[src/rtl/tlb_entry_ctrl.sv]
// rtl/tlb_entry_ctrl.sv - four-entry TLB storage with lookup, refill, flush and counter aging
module tlb_entry_ctrl #(
   parameter int VPN_W      = 27,
   parameter int PPN_W      = 44,
   parameter int CNT_W      = 12,
   parameter int AGE_PERIOD = 1024,
   parameter int INIT_CNT   = 1
) (
   input  logic             clk,
   input  logic             rst_n,
   input  logic             lookup_valid,
   input  logic [VPN_W-1:0] lookup_vpn,
   output logic             hit,
   output logic             miss,
   output logic [PPN_W-1:0] hit_ppn,
   output logic [7:0]       hit_flags,
   input  logic             refill_valid,
   input  logic [VPN_W-1:0] refill_vpn,
   input  logic [PPN_W-1:0] refill_ppn,
   input  logic [7:0]       refill_flags,
   output logic             refill_done,
   input  logic [3:0]       entry_select,
   input  logic             flush_valid,
   input  logic             flush_all,
   input  logic [VPN_W-1:0] flush_vpn,
   output logic             flush_done,
   output logic             entry0_valid,
   output logic [CNT_W-1:0] entry0_acc_count,
   output logic             entry0_PTE_G,
   output logic             entry1_valid,
   output logic [CNT_W-1:0] entry1_acc_count,
   output logic             entry1_PTE_G,
   output logic             entry2_valid,
   output logic [CNT_W-1:0] entry2_acc_count,
   output logic             entry2_PTE_G,
   output logic             entry3_valid,
   output logic [CNT_W-1:0] entry3_acc_count,
   output logic             entry3_PTE_G
);

   localparam int AGE_W = (AGE_PERIOD > 1) ? $clog2(AGE_PERIOD) : 1;
   localparam logic [CNT_W-1:0] CNT_MAX = '1;

   logic [VPN_W-1:0] vpn_q   [4];
   logic [PPN_W-1:0] ppn_q   [4];
   logic [7:0]       flags_q [4];
   logic [CNT_W-1:0] cnt_q   [4];
   logic [CNT_W-1:0] cnt_next[4];
   logic [3:0]       valid_q;
   logic [AGE_W-1:0] age_q;

   logic [3:0]       lk_match;
   logic [3:0]       rf_match;
   logic [3:0]       rf_cand;
   logic [3:0]       fl_match;
   logic [1:0]       rf_idx;
   logic             aging;
   logic [PPN_W-1:0] lk_ppn;
   logic [7:0]       lk_flags;

   // All matching uses pre-update state so lookups never observe same-cycle writes.
   always_comb begin
      aging    = (age_q == AGE_W'(AGE_PERIOD - 1));
      lk_ppn   = '0;
      lk_flags = '0;
      rf_idx   = 2'd0;
      for (int i = 0; i < 4; i++) begin
         lk_match[i] = lookup_valid && valid_q[i] && (vpn_q[i] == lookup_vpn);
         rf_match[i] = valid_q[i] && (vpn_q[i] == refill_vpn);
         fl_match[i] = flush_valid && (flush_all || (vpn_q[i] == flush_vpn));
         if (lk_match[i]) begin
            lk_ppn   = lk_ppn | ppn_q[i];
            lk_flags = lk_flags | flags_q[i];
         end
         cnt_next[i] = aging ? (cnt_q[i] >> 1) : cnt_q[i];
         if (lk_match[i] && (cnt_next[i] != CNT_MAX))
            cnt_next[i] = cnt_next[i] + CNT_W'(1);
      end
      // An existing translation for the VPN beats the selector's victim choice.
      rf_cand = (|rf_match) ? rf_match : entry_select;
      for (int i = 3; i >= 0; i--)
         if (rf_cand[i]) rf_idx = 2'(i);
   end

   always_ff @(posedge clk or negedge rst_n) begin
      if (!rst_n) begin
         for (int i = 0; i < 4; i++) begin
            vpn_q[i]   <= '0;
            ppn_q[i]   <= '0;
            flags_q[i] <= '0;
            cnt_q[i]   <= '0;
         end
         valid_q     <= '0;
         age_q       <= '0;
         hit         <= 1'b0;
         miss        <= 1'b0;
         hit_ppn     <= '0;
         hit_flags   <= '0;
         refill_done <= 1'b0;
         flush_done  <= 1'b0;
      end else begin
         age_q       <= aging ? '0 : age_q + AGE_W'(1);
         hit         <= |lk_match;
         miss        <= lookup_valid && !(|lk_match);
         hit_ppn     <= lk_ppn;
         hit_flags   <= lk_flags;
         refill_done <= refill_valid;
         flush_done  <= flush_valid;
         for (int i = 0; i < 4; i++) begin
            if (refill_valid && (rf_idx == 2'(i))) begin
               vpn_q[i]   <= refill_vpn;
               ppn_q[i]   <= refill_ppn;
               flags_q[i] <= refill_flags;
               cnt_q[i]   <= CNT_W'(INIT_CNT);
               valid_q[i] <= 1'b1;
            end else begin
               cnt_q[i] <= cnt_next[i];
            end
            if (fl_match[i]) valid_q[i] <= 1'b0;
         end
      end
   end

   assign entry0_valid     = valid_q[0];
   assign entry1_valid     = valid_q[1];
   assign entry2_valid     = valid_q[2];
   assign entry3_valid     = valid_q[3];
   assign entry0_acc_count = cnt_q[0];
   assign entry1_acc_count = cnt_q[1];
   assign entry2_acc_count = cnt_q[2];
   assign entry3_acc_count = cnt_q[3];
   assign entry0_PTE_G     = flags_q[0][5];
   assign entry1_PTE_G     = flags_q[1][5];
   assign entry2_PTE_G     = flags_q[2][5];
   assign entry3_PTE_G     = flags_q[3][5];

endmodule

[config.mk]
export PLATFORM = sky130hd
export DESIGN_NAME = tlb_entry_ctrl
export DESIGN_NICKNAME = d
export VERILOG_FILES = /design/src/rtl/tlb_entry_ctrl.sv
export SDC_FILE = /design/constraint.sdc
export NUM_CORES = 1
export LEC_CHECK = 0
export BUFFER_PORTS_ARGS = -buffer_cell sky130_fd_sc_hd__buf_2
export CAP_MARGIN = 10
export CORE_MARGIN = 4
export CORE_UTILIZATION = 35
export CTS_BUF_LIST = sky130_fd_sc_hd__clkbuf_16
export DETAILED_ROUTE_END_ITERATION = 16
export SETUP_SLACK_MARGIN = 0.05
export SLEW_MARGIN = 20
export SYNTH_ARGS = -nofsm -noshare
export SYNTH_HDL_FRONTEND = slang
export SYNTH_SLANG_ARGS = --single-unit
[constraint.sdc]
create_clock -name clk -period 5.8 [get_ports clk]
set_input_delay 0 -clock clk [delete_from_list [all_inputs] [get_ports clk]]
set_output_delay 0 -clock clk [all_outputs]
set_load 0.03 [all_outputs]
==> results.py, run 1 <==
metrics = {
    "outcome": {
        "status": "finished clean",
    },
    "synth": {
        "ys_ff_latch": 434,
        "syn_inst": 1977,
        "synthesis.area_sq_um": 22700,
        "syn_nets": 2125,
        "yosysUniqueCellTypes": 74,
        "async_reset_ff_frac": 1.00,
        "dominantRegCellSynth": "dfrtp_1",
        "synth_edf_count": 0,
        "ys_seq_area_frac": 0.478,
        "avgSynthCellArea_sq_um": 11.5,
        "ys_warn_count": 0,
    },
    "layout": {
        "final_nets": 2418,
        "area_delta_synth_final_pct": 20.0,
        "drive_gt1_frac": 0.297,
    },
    "setup_path": {
        "path_cells": "ha_1 > nand2_1 > nor3_2 > buf_4 > nand2_1 > nand2_1 > ha_1 > nand3_1 > nor2_1 > nand3_1 > nand3_1 > nor2_1 > a311o_1 > a21oi_1",
        "crit_arrival_ns": 4.63,
        "slowest_stage": "nor3_2",
        "crit_path_end_kind": "flip-flop",
        "max_stage_delay_ns": 0.85,
        "worstSetupPathType": "reg2reg",
        "cp-start-kind": "flip-flop",
        "critPathMaxFanout": 36,
        "reg2regPathDepth": 14,
        "required_ns": 6.29,
    },
    "clock_tree": {
        "cts_resized": 0,
        "cts-root-buf": "clkbuf_16",
        "cts_tree": "done",
        "numCtsBuffers": 52,
        "clockBufferDepth": 3,
        "clk_pin_slew_ns": 0.06,
        "cts_sinks": 434,
        "postCtsSetupRepairBufs": 0,
        "h-tree-depth": 2,
        "insertion_delay_ns": 0.62,
    },
    "die": {
        "io_pins": 255,
        "coreArea_sq_um": 64300,
        "initial_utilization": 0.353,
        "die_h_microns": 263,
        "dieArea_sq_um": 69100,
        "fp.dieW_microns": 263,
        "num_rows": 93,
    },
    "sta": {
        "setup_tns_ns": 0,
        "grt_setup_unrepaired": "no",
        "setup_violations": 0,
        "period_needed_ns": 4.14,
        "period_share": 0.713,
        "hold_viol": 0,
        "worstMarginPinSlew_ns": 1.09,
        "slew_violations": 0,
        "max-slew-margin-rel": 0.267,
        "clock_skew_ns": 0.0390,
        "max_freq_mhz": 242,
    },
    "power": {
        "peakVddDrop_mv": 0.252,
        "p_leak_nw": 11.7,
        "power_density_nw_per_um2": 330,
        "p_total_mw": 9.00,
    },
    "worst_hold_path": {
        "hp-class": "in2reg",
        "min_delay_path_depth": 6,
    },
    "global_route": {
        "met3_usage": 0.0413,
        "grt_pass1_wl_mm": 116,
        "grt.total_usage": 0.216,
        "grt-busiest-layer": "met2",
        "use_met2": 0.352,
        "grt_max_degree": 152,
        "grt-ovfl-total": 0,
        "grt_pass1_vias": 18016,
        "use_met1": 0.289,
        "antenna_found_initial": 5,
    },
    "detailed_routing": {
        "vias": 17473,
        "ant_nets": 0,
        "routed_wl_mm": 77.1,
        "wl_per_cell_microns": 24.4,
        "vias_per_cell": 5.52,
        "drt_first_iter_violations": 1439,
        "drt_pass1_iterations": 7,
        "drc": 0,
    },
    "place": {
        "gp_congestion": 0.953,
        "io_buffers": 254,
        "dpl.hpwl_mm": 54.1,
    },
    "job": {
        "maxCapViolCount": 0,
    },
}
## state kept, by name, indices dropped and copies added, names as in the netlist, 4 cells and up
register	flops
entry0_acc_count	12
age_q	10
vpn_q	108
hit_flags	8
entry1_acc_count	12
ppn_q	176
entry3_acc_count	12
hit_ppn	44
entry2_acc_count	12
valid_q	4
flags_q	28
## cell usage in the layout (no fill, tap or decap), drive strengths merged, types with 7 or more instances in the layout
master	netlist	layout
dfrtp	434	434
mux2	318	318
buf	63	276
nand2	199	199
xor2	179	179
xnor2	174	174
dlygate4sd3	0	85
nand4	74	74
nor4	67	67
a222oi	53	53
clkbuf	59	52
nor2	50	50
nand3	43	43
inv	18	27
a21oi	25	25
nor3	23	23
clkinv	0	22
o21ai	21	21
and3	17	17
and2	12	12
a211oi	10	10
and4	9	9
nor4b	9	9
or4	8	8
o21a	7	7
a31oi	7	7
## report_power, final
group	internal (mW)	switching, mW
combinational	0.885	0.839
sequential	3.54	0.521
clock	1.89	1.33
total	6.31	2.69
## layer usage
layer | wire length [microns] | part of all wire
met5 | 35 | 0.00045
met4 | 2980 | 0.039
met3 | 5090 | 0.066
met2 | 35800 | 0.46
met1 | 33200 | 0.43
## worst paths after layout
check                                             to  slack [ns]          start
worst max-delay path            entry1_acc_count[11]        1.66       age_q[0]
worst min-delay path                      valid_q[0]        0.14  flush_vpn[26]
worst max register to register  entry1_acc_count[11]        1.66       age_q[0]
worst min register to register           hit_ppn[36]        0.47     ppn_q[124]
max in group asynchronous                  vpn_q[78]        3.61          rst_n
min in group asynchronous                 ppn_q[159]        0.43          rst_n
## synthesized netlist by cell type (5+ instances only)
library cell,instances,area [sq um]
nand4_1,74,463
nor2_1,50,188
mux2_2,286,3220
nand3_1,42,210
xnor2_1,174,1520
buf_2,32,160
o21a_1,7,52.6
o211ai_1,5,37.5
xor2_1,179,1570
clkbuf_1,59,221
and2_1,11,68.8
o22ai_1,6,37.5
a21oi_1,25,125
inv_1,18,67.6
and3_1,17,106
dfrtp_1,434,10900
and4_1,9,78.8
buf_6,7,78.8
ha_1,5,62.6
o31a_1,6,52.6
nor3_1,23,115
nor4_1,63,394
o21ai_0,20,100
or4_1,6,45.0
a31oi_1,7,43.8
mux2_4,32,480
a222oi_1,53,531
nand2_1,199,747
mux2i_1,6,60.1
nor4b_1,9,78.8
a211oi_1,10,75.1
buf_1,6,22.5
buf_4,18,135
## final cells by class
type / count / area, sq um
inverter: 18 / 67.6
multi-input combinational: 1403 / 11200
clock inverter: 39 / 364
clock buffer: 52 / 1300
tap: 855 / 1070
fill: 6058 / 37100
timing repair buffer: 361 / 2370
antenna: 1 / 2.50
sequential: 434 / 10900
## kinds of logic (layout without fill, tap and decap cells)
group | count (synthesis) | count (layout) | share of synthesized area
AND/OR/NAND/NOR | 537 | 537 | 0.124
flip-flops | 434 | 434 | 0.478
XOR/XNOR | 353 | 353 | 0.136
multiplexers | 324 | 324 | 0.165
AO/OA/AOI/OAI | 184 | 184 | 0.0640
buffers and inverters | 140 | 470 | 0.0302
adder cells (fa/ha/maj) | 5 | 5 | 0.00275
other | 0 | 1 | 0
## repair_timing
| action | 4_1_cts | 5_1_grt |
|---|---|---|
| hold buffers | 84 | 1 |
| hold endpoints to repair | 451 | 46 |
| setup endpoints to repair | 0 | 0 |
## per-stage QoR
stage	instance area [sq um]	utilization	cells	hold slack, ns	setup WS (ns)
after CTS	27200	0.423	3160	0.0935	1.68
final	27300	0.424	3163	0.141	1.66
after detailed placement	24700	0.384	2985	0.222	1.73
after global placement	24700	0.384	2985	0.197	1.85
after floorplan	22700	-	1977	-0.296	2.06
after global routing	27300	0.424	3163	0.163	1.29
## worst max-delay path: cells and delay by family, from the launching register on
kind / cells / cell delay [ns]
and+or+nand+nor: 9 / 2.20
adders and majority gates: 2 / 0.43
AOI/OAI and AO/OA: 2 / 0.52
DFF: 1 / 0.38
buffers and inverters: 1 / 0.50
(Power assumes the default switching activity.)
==> run 2: changes to the inputs <==
clock period = 3.5 ns   (was 5.8 ns; I/O delays follow)
==> run 2 against run 1 <==
Compared with the run above: clock power rose by 70%; total power rose by 70%; cell area rose by 3.6%; worst setup slack got worse by 1.5 ns; highest routed layer unchanged; die area did not move; first-iteration DRC count fell by 3.9%; core utilization rose by 1.5 points; non-clock buffer count rose by 85; sequential share of layout area fell by 1.4 points; clock-buffer cell count rose by 1; worst hold slack got worse by 0.10 ns; global-route usage rose by 0.52 points.
==> results.py, run 2 (synthesized netlist as in run 1, its figures left out) <==
metrics = {
    "setup_path": {
        "required_ns": 4.00,
        "crit_path_end_kind": "flip-flop",
        "cp-start-kind": "flip-flop",
        "worstSetupPathType": "reg2reg",
        "r2r_start": "vpn_q[50]",
        "critPathMaxFanout": 28,
        "reg2regPathDepth": 9,
        "crit_arrival_ns": 3.86,
        "rrSetupSlack_ns": 0.14,
        "r2r_end": "entry1_acc_count[8]",
    },
    "layout": {
        "final_nets": 2503,
        "area_delta_synth_final_pct": 24.2,
        "layout_common_cells": "434 x dfrtp_1, 286 x mux2_2, 253 x buf_2",
        "drive_gt1_frac": 0.327,
        "fin_util": 0.439,
        "layout_commonest_cell": "dfrtp_1",
        "largest_reg_flops": 176,
        "top_regs": "ppn_q: 176 flops, vpn_q: 108 flops, hit_ppn: 44 flops",
        "top_register": "ppn_q",
    },
    "detailed_routing": {
        "drt_pass1_iterations": 8,
        "vias_per_cell": 5.42,
        "ant_nets": 0,
        "routed_wl_mm": 78.7,
        "drc": 0,
        "vias": 17650,
        "drt_first_iter_violations": 1383,
        "wl_per_cell_microns": 24.2,
    },
    "global_route": {
        "grt_pass1_vias": 18383,
        "grt_pass1_wl_mm": 118,
        "grt_max_degree": 107,
        "grt.total_usage": 0.222,
        "antenna_found_initial": 6,
        "grt-ovfl-total": 0,
    },
    "die": {
        "die_h_microns": 263,
        "fp.dieW_microns": 263,
        "dieArea_sq_um": 69100,
        "coreArea_sq_um": 64300,
        "io_pins": 255,
        "num_rows": 93,
        "initial_utilization": 0.353,
    },
    "place": {
        "pre_cts_ws_ns": 0.143,
        "dpl.hpwl_mm": 57.3,
        "io_buffers": 254,
        "gp_congestion": 0.961,
    },
    "power": {
        "p_leak_nw": 12.3,
        "power_density_nw_per_um2": 541,
        "p_total_mw": 15.3,
        "peakVddDrop_mv": 0.475,
    },
    "sta": {
        "hold_viol": 0,
        "grt_setup_unrepaired": "no",
        "setup_violations": 0,
        "setup_tns_ns": 0,
        "clock_skew_ns": 0.0279,
        "max_freq_mhz": 298,
        "max-slew-margin-rel": 0.390,
        "worstMarginPinSlew_ns": 0.915,
        "layout_setup_ws_ns": 0.139,
        "slew_violations": 0,
        "period_share": 0.960,
        "period_needed_ns": 3.36,
    },
    "clock_tree": {
        "h-tree-depth": 2,
        "clk_pin_slew_ns": 0.06,
        "cts_sinks": 434,
        "cts-root-buf": "clkbuf_16",
        "insertion_delay_ns": 0.61,
        "clockBufferDepth": 3,
        "numCtsBuffers": 52,
        "cts_tree": "done",
    },
    "job": {
        "maxCapViolCount": 0,
    },
    "worst_hold_path": {
        "hp-class": "in2async",
    },
    "outcome": {
        "status": "finished clean",
    },
}
run 2: cell types whose count changed in the layout (fill, tap and decap cells not counted), moves of 2 or more:
cell      before  now
buf_12         4   25
buf_4         17   83
clkinv_1      13    8
clkinv_4       0    2
diode_2        1    3
inv_1         26   30
run 2: cell type report:
class / count / area, sq um
Fill cell: 5996 / 36100
Clock buffer: 53 / 1330
Clock inverter: 44 / 400
Tap cell: 855 / 1070
Inverter: 18 / 67.6
Multi-Input combinational cell: 1403 / 11300
Sequential cell: 434 / 10900
Antenna cell: 3 / 7.51
Timing Repair Buffer: 446 / 3250
run 2: worst max-delay path, stage by stage, from the launching register on:
cell and delay [ns]:
dfrtp_1 0.45, xnor2_1 0.32, nand4_1 0.19, or4_4 0.62, o32a_1 0.19, and2_0 0.31, o2111a_4 0.50, buf_12 0.22
buf_4 0.19, nor4_2 0.25
run 2: where the power goes:
group	total, mW	leakage (nW)	switching [mW]	internal (mW)
clock network	5.47	0.888	2.26	3.21
logic	3.20	6.02	1.58	1.61
registers	6.61	5.37	0.746	5.86
total	15.3	12.3	4.59	10.7
run 2: how the worst max path moves through the flow:
stage	start	endpoint	cells past startpoint
after floorplan	age_q[0]	entry0_acc_count[4]	14
after global placement	vpn_q[74]	flags_q[16]	8
final	vpn_q[50]	entry1_acc_count[8]	9
after global routing	vpn_q[50]	entry1_acc_count[8]	9
after CTS	vpn_q[50]	ppn_q[24]	9
after detailed placement	vpn_q[50]	ppn_q[24]	9
run 2: layer usage:
metal	track usage	wire length [microns]	up-vias
li1	-	-	7911
met1	0.288	33000	8959
met2	0.364	36900	610
met3	0.0491	5370	164
met4	0.0835	3320	6
met5	0	41	-
run 2: metrics by stage:
stage | cell area, sq um | std cells | hold WS, ns
after detailed placement | 25600 | 3071 | 0.153
after CTS | 28200 | 3252 | 0.0807
final | 28200 | 3256 | 0.0417
after global routing | 28200 | 3256 | 0.115
after floorplan | 22700 | 1977 | -0.296
after global placement | 25600 | 3071 | 0.137
run 2: repair_timing:
| action | CTS | global route |
|---|---|---|
| buffers inserted | 0 | 1 |
| resized for setup | 0 | 4 |
| hold endpoints to repair | 419 | 0 |
| endpoints found under the setup margin | 0 | 48 |
| hold buffers | 84 | 0 |
